--- config.mk ---
export PLATFORM = sky130hd
export DESIGN_NAME = sensor_cmd_tx_flat
export DESIGN_NICKNAME = d
export VERILOG_FILES = /design/src/rtl/sensor_pkg.sv /design/src/rtl/sensor_cmd_tx_if.sv /design/src/rtl/sensor_cmd_tx_uart_tx_byte.sv /design/src/rtl/sensor_cmd_tx.sv /design/src/flat_wrapper.sv
export SDC_FILE = /design/constraint.sdc
export NUM_CORES = 1
export LEC_CHECK = 0
export CORE_ASPECT_RATIO = 1.5
export CORE_MARGIN = 5
export CORE_UTILIZATION = 55
export CTS_CLUSTER_DIAMETER = 60
export DETAILED_ROUTE_END_ITERATION = 8
export PLACE_DENSITY = 0.73
export SKIP_CTS_REPAIR_TIMING = 1
export SLEW_MARGIN = 20
export SYNTH_ARGS = -nofsm -noshare
export SYNTH_HDL_FRONTEND = slang
export SYNTH_SLANG_ARGS = --single-unit
--- constraint.sdc ---
create_clock -name clk_uart -period 4.71 [get_ports clk_uart]
set_input_delay 1.413 -clock clk_uart [delete_from_list [all_inputs] [get_ports clk_uart]]
set_output_delay 1.413 -clock clk_uart [all_outputs]
set_load 0.005 [all_outputs]
--- src/rtl/sensor_pkg.sv ---
// Shared constants and types for the sensor command path.
package sensor_pkg;

    localparam logic [7:0]  SENSOR_HDR0       = 8'hFF;
    localparam logic [7:0]  SENSOR_HDR1       = 8'hAA;
    localparam logic [7:0]  SENSOR_REG_UNLOCK = 8'h69;
    localparam logic [15:0] SENSOR_UNLOCK_KEY = 16'hB588;

    typedef struct packed {
        logic [7:0]  addr;
        logic [15:0] data;
    } sensor_cmd_t;

    typedef enum logic [1:0] {
        TX_IDLE,
        TX_START,
        TX_DATA,
        TX_STOP
    } tx_state_e;

    typedef enum logic [1:0] {
        PKT_IDLE,
        PKT_SEND,
        PKT_GAP
    } pkt_state_e;

    // Byte idx of a 5-byte packet: FF AA reg dataL dataH.
    function automatic logic [7:0] sensor_pkt_byte(input logic [3:0] idx, input sensor_cmd_t c);
        logic [7:0] b;
        case (idx)
            4'd0:    b = SENSOR_HDR0;
            4'd1:    b = SENSOR_HDR1;
            4'd2:    b = c.addr;
            4'd3:    b = c.data[7:0];
            default: b = c.data[15:8];
        endcase
        return b;
    endfunction

endpackage

--- src/rtl/sensor_cmd_tx_if.sv ---
// Command request channel into sensor_cmd_tx.
interface sensor_cmd_tx_if;
    logic        cmd_valid;
    logic        cmd_ready;
    logic [7:0]  cmd_reg;
    logic [15:0] cmd_data;

    modport master (output cmd_valid, output cmd_reg, output cmd_data, input cmd_ready);
    modport slave  (input cmd_valid, input cmd_reg, input cmd_data, output cmd_ready);
endinterface

--- src/rtl/sensor_cmd_tx_uart_tx_byte.sv ---
// 8N1 byte serializer. ready_o is also high on the final stop-bit cycle so the
// next byte can follow with no idle time.
module uart_tx_byte
    import sensor_pkg::*;
#(
    parameter int unsigned CLKS_PER_BIT = 2
) (
    input  logic       clk_i,
    input  logic       rst_i,
    input  logic       start_i,
    input  logic [7:0] byte_i,
    output logic       ready_o,
    output logic       txd_o
);

    localparam int unsigned TW = $clog2(CLKS_PER_BIT);
    localparam logic [TW-1:0] T_LOAD = TW'(CLKS_PER_BIT - 1);

    tx_state_e     state_q, state_d;
    logic [TW-1:0] timer_q, timer_d;
    logic [2:0]    bitcnt_q, bitcnt_d;
    logic [7:0]    shift_q, shift_d;
    logic          bit_end;

    always_ff @(posedge clk_i) begin
        if (rst_i) begin
            state_q  <= TX_IDLE;
            timer_q  <= '0;
            bitcnt_q <= '0;
            shift_q  <= '0;
        end else begin
            state_q  <= state_d;
            timer_q  <= timer_d;
            bitcnt_q <= bitcnt_d;
            shift_q  <= shift_d;
        end
    end

    always_comb begin
        state_d  = state_q;
        timer_d  = timer_q;
        bitcnt_d = bitcnt_q;
        shift_d  = shift_q;
        txd_o    = 1'b1;
        bit_end  = (timer_q == '0);
        ready_o  = (state_q == TX_IDLE) || ((state_q == TX_STOP) && bit_end);

        if (state_q != TX_IDLE) begin
            timer_d = bit_end ? T_LOAD : timer_q - TW'(1);
        end

        case (state_q)
            TX_IDLE: txd_o = 1'b1;
            TX_START: begin
                txd_o = 1'b0;
                if (bit_end) begin
                    state_d  = TX_DATA;
                    bitcnt_d = '0;
                end
            end
            TX_DATA: begin
                txd_o = shift_q[0];
                if (bit_end) begin
                    shift_d = {1'b0, shift_q[7:1]};
                    if (bitcnt_q == 3'd7) begin
                        state_d = TX_STOP;
                    end else begin
                        bitcnt_d = bitcnt_q + 3'd1;
                    end
                end
            end
            TX_STOP: begin
                txd_o = 1'b1;
                if (bit_end) begin
                    state_d = TX_IDLE;
                end
            end
            default: state_d = TX_IDLE;
        endcase

        if (start_i && ready_o) begin
            state_d = TX_START;
            timer_d = T_LOAD;
            shift_d = byte_i;
        end
    end

endmodule

--- src/rtl/sensor_cmd_tx.sv ---
// Sensor register-write command transmitter: FF AA <reg> <dataL> <dataH> over 8N1.
// SENSOR_CMD_UNLOCK_EN: precede each command with the unlock packet and its own gap.
module sensor_cmd_tx
    import sensor_pkg::*;
#(
    parameter int unsigned CLK_FREQ = 11_059_200,
    parameter int unsigned BAUD     = 9600,
    parameter int unsigned GAP_BITS = 10
) (
    input  logic          clk_uart,
    input  logic          rst,
    sensor_cmd_tx_if.slave cmd,
    output logic          txd,
    output logic          busy,
    output logic          done
);

    localparam int unsigned CLKS_PER_BIT = (CLK_FREQ + BAUD / 2) / BAUD;
    localparam int unsigned GAP_CYC      = GAP_BITS * CLKS_PER_BIT;
    localparam int unsigned GW           = $clog2(GAP_CYC);
    localparam logic [GW-1:0] GAP_LOAD   = GW'(GAP_CYC - 1);

    if (CLKS_PER_BIT < 2) begin : g_cpb_chk
        $error("sensor_cmd_tx: CLKS_PER_BIT must be at least 2");
    end
    if (GAP_BITS < 1) begin : g_gap_chk
        $error("sensor_cmd_tx: GAP_BITS must be at least 1");
    end

`ifdef SENSOR_CMD_UNLOCK_EN
    localparam logic [3:0] LAST_IDX = 4'd9;
`else
    localparam logic [3:0] LAST_IDX = 4'd4;
`endif

    pkt_state_e    state_q, state_d;
    logic [3:0]    idx_q, idx_d;
    logic [GW-1:0] gap_q, gap_d;
    sensor_cmd_t   cmd_q, cmd_d;

    logic          ser_start;
    logic          ser_ready;
    logic [7:0]    ser_byte;
    logic [3:0]    next_idx;

    uart_tx_byte #(
        .CLKS_PER_BIT(CLKS_PER_BIT)
    ) u_ser (
        .clk_i  (clk_uart),
        .rst_i  (rst),
        .start_i(ser_start),
        .byte_i (ser_byte),
        .ready_o(ser_ready),
        .txd_o  (txd)
    );

    always_ff @(posedge clk_uart) begin
        if (rst) begin
            state_q <= PKT_IDLE;
            idx_q   <= '0;
            gap_q   <= '0;
            cmd_q   <= '0;
        end else begin
            state_q <= state_d;
            idx_q   <= idx_d;
            gap_q   <= gap_d;
            cmd_q   <= cmd_d;
        end
    end

    always_comb begin
        next_idx = (state_q == PKT_IDLE) ? 4'd0 : idx_q + 4'd1;
`ifdef SENSOR_CMD_UNLOCK_EN
        if (next_idx >= 4'd5) begin
            ser_byte = sensor_pkt_byte(next_idx - 4'd5, cmd_q);
        end else begin
            ser_byte = sensor_pkt_byte(next_idx, '{addr: SENSOR_REG_UNLOCK, data: SENSOR_UNLOCK_KEY});
        end
`else
        ser_byte = sensor_pkt_byte(next_idx, cmd_q);
`endif
    end

    always_comb begin
        state_d       = state_q;
        idx_d         = idx_q;
        gap_d         = gap_q;
        cmd_d         = cmd_q;
        ser_start     = 1'b0;
        done          = 1'b0;
        busy          = (state_q != PKT_IDLE);
        cmd.cmd_ready = (state_q == PKT_IDLE) && !rst;

        case (state_q)
            PKT_IDLE: begin
                if (cmd.cmd_valid && cmd.cmd_ready) begin
                    cmd_d     = '{addr: cmd.cmd_reg, data: cmd.cmd_data};
                    idx_d     = '0;
                    ser_start = 1'b1;
                    state_d   = PKT_SEND;
                end
            end
            // In SEND the serializer is never idle, so ready means the final stop-bit cycle.
            PKT_SEND: begin
                if (ser_ready) begin
                    if (idx_q == 4'd4 || idx_q == 4'd9) begin
                        gap_d   = GAP_LOAD;
                        state_d = PKT_GAP;
                    end else begin
                        ser_start = 1'b1;
                        idx_d     = next_idx;
                    end
                end
            end
            PKT_GAP: begin
                if (gap_q == '0) begin
                    if (idx_q == LAST_IDX) begin
                        done    = 1'b1;
                        state_d = PKT_IDLE;
                    end else begin
                        ser_start = 1'b1;
                        idx_d     = next_idx;
                        state_d   = PKT_SEND;
                    end
                end else begin
                    gap_d = gap_q - GW'(1);
                end
            end
            default: state_d = PKT_IDLE;
        endcase
    end

endmodule
--- src/flat_wrapper.sv ---
// flat-port wrapper written by rule: the top's interface ports become plain ports
module sensor_cmd_tx_flat import sensor_pkg::*;
#(
    parameter int unsigned CLK_FREQ = 11_059_200,
    parameter int unsigned BAUD     = 9600,
    parameter int unsigned GAP_BITS = 10
)
  (clk_uart, rst, txd, busy, done, cmd_cmd_valid, cmd_cmd_reg, cmd_cmd_data, cmd_cmd_ready);
  sensor_cmd_tx_if cmd_i ();
  input  logic clk_uart;
  input  logic rst;
  output logic txd;
  output logic busy;
  output logic done;
  input wire logic [$bits(cmd_i.cmd_valid)-1:0] cmd_cmd_valid;
  input wire logic [$bits(cmd_i.cmd_reg)-1:0] cmd_cmd_reg;
  input wire logic [$bits(cmd_i.cmd_data)-1:0] cmd_cmd_data;
  output wire logic [$bits(cmd_i.cmd_ready)-1:0] cmd_cmd_ready;
  assign cmd_i.cmd_valid = cmd_cmd_valid;
  assign cmd_i.cmd_reg = cmd_cmd_reg;
  assign cmd_i.cmd_data = cmd_cmd_data;
  assign cmd_cmd_ready = cmd_i.cmd_ready;
  sensor_cmd_tx #(.CLK_FREQ(CLK_FREQ), .BAUD(BAUD), .GAP_BITS(GAP_BITS)) u_core (.clk_uart(clk_uart), .rst(rst), .cmd(cmd_i), .txd(txd), .busy(busy), .done(done));
endmodule
==> flow_summary.ini, run 1 <==
[floorplan]
die_area_um2 = 8640
fp.dieH_um = 111
die_w_um = 77.6
core-area_um2 = 6760
num_rows = 37
start_util = 0.558
boundaryPins = 31

[clock_tree]
numCtsBuffers = 9
htreeDepth = 3
clockRootBuffer = clkbuf_8
path_clk_slew_ps = 70
clock_latency_ps = 340
cts_tree = yes
cts_buffer_depth = 2
clock_sinks = 68

[finish]
drive_above_1_share = 0.0866
syn_to_final_growth_pct = 14.4
fin_area_um2 = 4310
instances_no_fill = 540
final_cell_mix = dfxtp_1 (68), nand2_1 (62), clkdlybuf4s50_1 (30)
final_common_cell = dfxtp_1
final_nets = 503
diodes = 0

[timing]
setup_tns_ps = 0
relSlewSlack = 0.350
period_minus_slack_ps = 3850
slew_violations = 0
fmax_ghz = 0.260
rsz0062_at_grt = no
fin_crit_sh = 0.816
finalSetupViolCount = 0
hold_violations = 0
fin_ws_ps = 865
worst_pin_slew_ps = 969
clock_skew_ps = 9.08

[grt]
grt-ovfl-total = 0
grt_pass1_vias = 3159
grt_pass1_wl_um = 14000
antenna_found_initial = 0
grt_use_total = 0.195
grt_start_max_net_pins = 38

[placed_design]
placed_cell_area_um2 = 4060
io_buffers = 30
placed_cells = 524
hpwl_um = 5920
post-place-ws_ps = 872
gp_congestion = 0.795

[outcome]
status = finished clean

[critical_path]
crit_fanout = 10
r2r_start = u_core.idx_q[0]
arrival_ps = 2430
required_ps = 3300
r2r_end = u_core.gap_q[5]
crit_type = reg -> out
path_cells = inv_1 > ha_1 > nor4bb_1 > nand4_1 > nor2_1 > clkdlybuf4s50_1
cpLargestDelayFamily = simple AND/OR/NAND/NOR gates
r2r_cells = 6
r2r_slack_ps = 2170
slowest_stage = clkdlybuf4s50_1
path_buf_inv = 2
end_kind = output pin
startpoint_type = flop
crit_path_max_incr_delay_ps = 520

[pwr]
pwr-share-seq = 0.319
combinationalPowerShare = 0.482
peakVddDrop_mv = 0.309
total_power_w = 0.00295
power_density_nw_per_um2 = 685
p_int_w = 0.00173
clkPwrFrac = 0.199
sw_frac_of_total = 0.415
p_sw_w = 0.00123
p_leak_nw = 1.65

[routing]
vias = 3310
firstDrtPassIters = 4
drc = 0
wl_per_cell_um = 15.4
wirelength_um = 8320
antenna_left = 0
via_per_inst = 6.13
drtIter0Drc = 206

[logic_synthesis]
synthXorXnorAreaFrac = 0.00930
ys_ff_latch = 68
syn_inst = 443
synth-edff-count = 0
syn_area_per_cell_um2 = 8.51
ys.flop_type = dfxtp_1
synth.cell_area_um2 = 3770
synth.yosys.seq_area_share = 0.361
synthDistinctLibCells = 62
synth_simple_gate_area_frac = 0.248
synth-compound-area-share = 0.217
synth_top_family_by_area = simple AND/OR/NAND/NOR gates
async_flop_share = 0
synth_nets = 489
yosysWarnings = 0
muxShareOfSynthArea = 0.0468
synthAdderAreaFrac = 0.0631

[worst_hold_path]
holdPathEnd = u_core.cmd_q[23]
hold_class = reg -> reg
hold_start = u_core.cmd_q[23]
hold_depth = 2

[job]
cap_viol_max_count = 0
flip-flops by register name, summed over array words and instances (netlist names):
| register | flops |
|---|---|
| u_core.cmd_q | 24 |
| u_core.gap_q | 14 |
| u_core.u_ser.timer_q | 11 |
| u_core.u_ser.shift_q | 8 |
| u_core.idx_q | 4 |
| u_core.u_ser.bitcnt_q | 3 |
| u_core.state_q | 2 |
| u_core.u_ser.state_q | 2 |
layout make-up:
type / instances / area, um2
fillers: 582 / 2450
clock inverters: 6 / 111
clock buffers: 10 / 138
well taps: 78 / 97.6
inverters: 19 / 71.3
multi-input cells: 325 / 2200
flip-flops and latches: 68 / 1360
repair buffers: 34 / 330
cell usage after synthesis, drive strengths merged, types with 2 or more instances:
| cell | n | share of area |
|---|---|---|
| o21a | 4 | 0.0083 |
| nand2b | 2 | 0.0033 |
| buf | 8 | 0.013 |
| o311ai | 2 | 0.0046 |
| o221a | 5 | 0.015 |
| a21oi | 25 | 0.033 |
| nand4 | 8 | 0.013 |
| o41ai | 3 | 0.0070 |
| xnor2 | 3 | 0.0070 |
| nand2 | 62 | 0.062 |
| nor4 | 8 | 0.017 |
| inv | 19 | 0.019 |
| ha | 19 | 0.063 |
| a41oi | 2 | 0.0096 |
| nor4b | 3 | 0.011 |
| or3 | 4 | 0.0066 |
| o21ai | 7 | 0.010 |
| nor3b | 3 | 0.0060 |
| a211oi | 5 | 0.010 |
| and3b | 2 | 0.0046 |
| mux2i | 12 | 0.032 |
| o31a | 4 | 0.0093 |
| or2 | 3 | 0.0050 |
| mux2 | 5 | 0.015 |
| nand3 | 25 | 0.033 |
| o31ai | 13 | 0.026 |
| and3 | 5 | 0.0083 |
| dfxtp | 68 | 0.36 |
| and2 | 2 | 0.0033 |
| nand3b | 6 | 0.012 |
| a31oi | 14 | 0.023 |
| nor3 | 11 | 0.016 |
| nor2 | 17 | 0.017 |
| o211a | 3 | 0.0080 |
| a311oi | 8 | 0.019 |
| clkbuf | 23 | 0.023 |
| a221oi | 5 | 0.012 |
| or4 | 11 | 0.022 |
logic make-up after synthesis:
| kind of cell | after synthesis |
|---|---|
| multiplexers | 17 |
| XOR/XNOR | 4 |
| buffers and inverters | 50 |
| flip-flops | 68 |
| AO/OA/AOI/OAI | 110 |
| AND/OR/NAND/NOR | 175 |
| adder cells (fa/ha/maj) | 19 |
worst max path at each step:
stage | depth (start not counted) | endpoint | slack, ps | start
after floorplan | 3 | cmd_cmd_ready | 1250 | rst
after global placement | 3 | cmd_cmd_ready | 860 | rst
after detailed placement | 8 | u_core.u_ser.timer_q[5] | 870 | rst
after CTS | 6 | done | 810 | u_core.state_q[0]
after global routing | 6 | done | 600 | u_core.state_q[0]
final | 6 | done | 860 | u_core.state_q[0]
routing by layer:
metal / share of wire / track usage / up-vias
li1: - / - / 1683
met1: 0.41 / 0.209 / 1554
met2: 0.54 / 0.356 / 60
met3: 0.032 / 0.0396 / 13
met4: 0.020 / 0.0929 / 0
met5: 0 / 0 / -
metrics by stage:
stage	util	hold WS (ps)
2_1_floorplan	-	431
3_3_place_gp	0.601	443
3_5_place_dp	0.601	442
4_1_cts	0.638	455
5_1_grt	0.638	470
6_report	0.638	450
tightest hold or removal path: stages (launching register included):
cell	delay [ps]
dfxtp_1	310
nand3_1	60
nand2_1	50
power by group through the flow:
stage | logic (W) | registers (W) | clock network, W
global route | 0.00160 | 0.000963 | 0.000631
detailed placement | 0.00141 | 0.000947 | 0
floorplan | 0.00116 | 0.000878 | 0
CTS | 0.00142 | 0.000934 | 0.000603
finish | 0.00142 | 0.000941 | 0.000589
global placement | 0.00138 | 0.000940 | 0
Power figures use the tool's default switching activity.
==> run 2: changes to the inputs <==
Settings changed: CORE_UTILIZATION 55 to 53, PLACE_DENSITY 0.73 to 0.74.
Clock period 4.71 ns to 3.2 ns, I/O delays scaled along.
==> run 2 against run 1 <==
Against the previous run:
- clock-buffer cell count decreased by 1
- global-route usage shrank 0.37 points
- via count rose by 2.0%
- critical endpoint unchanged
- largest cell class unchanged
- largest power group unchanged
==> flow_summary.ini, run 2 (synthesis gave the netlist of run 1 again) <==
[floorplan]
die_w_um = 78.9
start_util = 0.546
core-area_um2 = 6900
boundaryPins = 31
fp.dieH_um = 113
num_rows = 37
die_area_um2 = 8930

[critical_path]
cpLargestDelayFamily = simple AND/OR/NAND/NOR gates
r2r_cells = 5
crit_type = reg -> out
end_kind = output pin
slowest_stage = clkdlybuf4s50_1
required_ps = 2240
path_cells = inv_1 > ha_1 > nor4bb_1 > nand4_1 > nor2_1 > clkdlybuf4s50_1
path_buf_inv = 2
cp_num_cells = 6
startpoint_type = flop
crit_path_max_incr_delay_ps = 520
crit_fanout = 5
r2r_slack_ps = 760
arrival_ps = 2070

[finish]
largest_register_ffs = 24
final_common_cell = dfxtp_1
largestRegisters = u_core.cmd_q (24), u_core.gap_q (14), u_core.u_ser.timer_q (11)
instances_no_fill = 547
syn_to_final_growth_pct = 13.6
diodes = 0
final_nets = 510
finish.utilization = 0.621
fillers = 600
drive_above_1_share = 0.100
multi_input_area_um2 = 2200
register_area_um2 = 1360
largest-register = u_core.cmd_q
final_cell_mix = dfxtp_1 (68), nand2_1 (62), clkdlybuf4s50_1 (30)

[clock_tree]
numCtsBuffers = 9
cts_tree = yes
cts_buffer_depth = 2
path_clk_slew_ps = 70
htreeDepth = 3
clockRootBuffer = clkbuf_8
clock_sinks = 68
clock_latency_ps = 340

[placed_design]
post-place-ws_ps = 191
io_buffers = 30
gp_congestion = 0.824
hpwl_um = 6000
placed_cells = 530

[routing]
wirelength_um = 8360
drtIter0Drc = 173
vias = 3375
via_per_inst = 6.17
firstDrtPassIters = 4
antenna_left = 0
wl_per_cell_um = 15.3
drc = 0

[pwr]
p_int_w = 0.00231
clkPwrFrac = 0.149
p_leak_nw = 1.65
peakVddDrop_mv = 0.451
combinationalPowerShare = 0.520
power_density_nw_per_um2 = 960
p_sw_w = 0.00180
sw_frac_of_total = 0.439
pwr-share-seq = 0.330

[worst_hold_path]
hold_depth = 2
hold_class = reg -> reg

[timing]
finalSetupViolCount = 0
clock_skew_ps = 11.0
worst_pin_slew_ps = 980
fin_ws_ps = 172
fin_crit_sh = 0.946
hold_violations = 0
relSlewSlack = 0.342
slew_violations = 0
period_minus_slack_ps = 3030
rsz0062_at_grt = no
fmax_ghz = 0.330
holdWs_ps = 455

[outcome]
status = finished clean

[job]
cap_viol_max_count = 0

[grt]
grt_pass1_vias = 3122
grt_pass1_wl_um = 13900
grt-ovfl-total = 0
grt_use_total = 0.192
grt_start_max_net_pins = 37
antenna_found_initial = 0
run 2: cell types whose count changed in the layout (fill, tap and decap cells not counted), sizes merged:
cell	before	now
buf	4	11
bufinv	3	0
clkbuf	10	9
clkinvlp	1	2
clkinv	2	5
run 2: power groups by stage:
stage | logic [W] | registers (W) | clock network (W)
2_1_floorplan | 0.00171 | 0.00129 | 0
3_5_place_dp | 0.00213 | 0.00137 | 0
3_3_place_gp | 0.00208 | 0.00136 | 0
5_1_grt | 0.00239 | 0.00140 | 0.000664
4_1_cts | 0.00214 | 0.00135 | 0.000626
6_report | 0.00214 | 0.00136 | 0.000614
run 2: final timing paths:
check	endpoint	startpoint
worst max-delay path	done	u_core.gap_q[0]
worst min-delay path	u_core.cmd_q[3]	u_core.cmd_q[3]
worst max register to register	u_core.gap_q[3]	u_core.u_ser.timer_q[5]
worst min register to register	u_core.cmd_q[3]	u_core.cmd_q[3]
run 2: per-stage QoR:
stage,setup TNS [ps],total power (W),area (um2)
after global routing,0,0.00445,4280
after global placement,0,0.00344,4110
final,0,0.00411,4280
after CTS,-55.5,0.00412,4280
after floorplan,0,0.00300,3770
after detailed placement,0,0.00350,4110
run 2: worst register-to-register path: stages (launching register included):
cell     delay (ps)
dfxtp_1         380
nor4_4          580
a41oi_4         280
o21a_2          410
or4_1           550
a31oi_1         170
run 2: cell type report:
type	instances	area share
clock buffers	9	0.0289
clock inverters	7	0.0102
inverters	19	0.0167
multi-input cells	325	0.514
flip-flops and latches	68	0.318
well taps	78	0.0228
repair buffers	41	0.0894
run 2: layer usage:
metal	share of wire	track usage	up-vias	wire (um)
met3	0.035	0.0326	15	295
met5	0	0	-	0
met4	0.019	0.0940	0	162
li1	-	-	1710	-
met1	0.43	0.211	1584	3560
met2	0.52	0.350	66	4340
==> run 3: changes to the inputs <==
Settings changed: CORE_UTILIZATION 53 to 30, PLACE_DENSITY 0.74 to 0.45.
==> run 3 against run 2 <==
Against the previous run:
- sequential share of layout area fell by 2.0 points
- setup slack got worse by 0.56 ps
- final area rose by 6.8%
- cell count rose by 15%
- critical endpoint is now cmd_cmd_ready
- sequential power barely moved
- highest routed layer unchanged
- non-clock buffer count rose by 4
- core utilization fell by 25 points
- hold slack got worse by 2.7 ps
- first-iteration DRC count fell by 51%
==> flow_summary.ini, run 3 (synthesis gave the netlist of run 1 again) <==
[timing]
fmax_ghz = 0.330
hold_violations = 0
finalSetupViolCount = 0
worst_pin_slew_ps = 1030
fin_crit_sh = 0.947
slew_violations = 0
period_minus_slack_ps = 3030
setup_tns_ps = 0
clock_skew_ps = 5.94
relSlewSlack = 0.306
rsz0062_at_grt = no
fin_ws_ps = 171

[finish]
final_common_cell = dfxtp_1
diodes = 0
fillers = 1320
largest_register_ffs = 24
syn_to_final_growth_pct = 21.4
final_cell_mix = dfxtp_1 (68), nand2_1 (62), clkdlybuf4s50_1 (30)
largest-register = u_core.cmd_q
drive_above_1_share = 0.104
largestRegisters = u_core.cmd_q (24), u_core.gap_q (14), u_core.u_ser.timer_q (11)
fin_area_um2 = 4570
final_nets = 514
instances_no_fill = 629

[routing]
drtIter0Drc = 85
vias = 3323
via_per_inst = 5.28
drc = 0
wl_per_cell_um = 15.0
firstDrtPassIters = 4
wirelength_um = 9440
antenna_left = 0

[grt]
grt_util_met3 = 0.0304
grt_pass1_vias = 3263
grtUsageMet2 = 0.229
met1_usage = 0.150
grt_use_total = 0.132
top_usage_layer = met2
grt_pass1_wl_um = 15700
grt_start_max_net_pins = 37
grt-ovfl-total = 0
antenna_found_initial = 0

[placed_design]
post-place-ws_ps = 168
placed_cell_area_um2 = 4260
io_buffers = 30
gp_congestion = 0.791
hpwl_um = 6780
placed_cells = 613

[outcome]
status = finished clean

[pwr]
power_density_nw_per_um2 = 1020
peakVddDrop_mv = 0.376
total_power_w = 0.00468
p_leak_nw = 1.74

[critical_path]
crit_fanout = 2
required_ps = 2240
path_cells = clkdlybuf4s50_1 > nor2_1 > clkdlybuf4s50_1
startpoint_type = primary input
cpLargestDelayFamily = buffers and inverters
arrival_ps = 2070
end_kind = output pin
crit_path_max_incr_delay_ps = 520
crit_top_cell = clkdlybuf4s50_1
crit_type = in -> out
path_buf_inv = 2
slowest_stage = clkdlybuf4s50_1

[clock_tree]
clock_latency_ps = 330
numCtsBuffers = 9
clock_sinks = 68
path_clk_slew_ps = 60
clockRootBuffer = clkbuf_16
cts_tree = yes
cts_buffer_depth = 2
htreeDepth = 3

[job]
cap_viol_max_count = 0

[floorplan]
die_w_um = 102
num_rows = 50
boundaryPins = 31
core-area_um2 = 12400
die_area_um2 = 15000
start_util = 0.304
fp.dieH_um = 147

[worst_hold_path]
hold_class = reg -> reg
## run 3: cell type report
type,instances,area (um2),share of cell area
Multi-Input combinational cell,325,2200,0.481
Timing Repair Buffer,45,425,0.0930
Tap cell,156,195,0.0427
Inverter,19,71.3,0.0156
Clock buffer,12,246,0.0539
Clock inverter,4,72.6,0.0159
Sequential cell,68,1360,0.298
## run 3: power by group
part           switching, W  total (W)  internal [W]
clock network      0.000372    0.00107      0.000703
registers          0.000242    0.00136       0.00112
logic               0.00128    0.00225      0.000970
total               0.00189    0.00468       0.00279
## run 3: final timing paths
path / startpoint / end / slack, ps / cells after the start
hold / removal: u_core.cmd_q[3] / u_core.cmd_q[3] / 450 / 2
hold reg to reg: u_core.cmd_q[3] / u_core.cmd_q[3] / 450 / 2
setup reg to reg: u_core.u_ser.timer_q[0] / u_core.gap_q[11] / 770 / 7
setup / recovery: rst / cmd_cmd_ready / 170 / 3
## run 3: metrics by stage
step,util,hold WS [ps]
floorplan,-,431
global placement,0.344,443
detailed placement,0.344,446
CTS,0.369,455
global route,0.369,473
finish,0.369,452
## run 3: layer usage
layer	vias up	share of wire
met3	15	0.030
met4	0	0.023
met5	-	0
li1	1709	-
met1	1554	0.43
met2	45	0.51
## run 3: worst min-delay path: cells and delay by family, from the launching register on
family | cells | cell delay (ps)
AND/OR/NAND/NOR | 2 | 100
flip-flops | 1 | 310
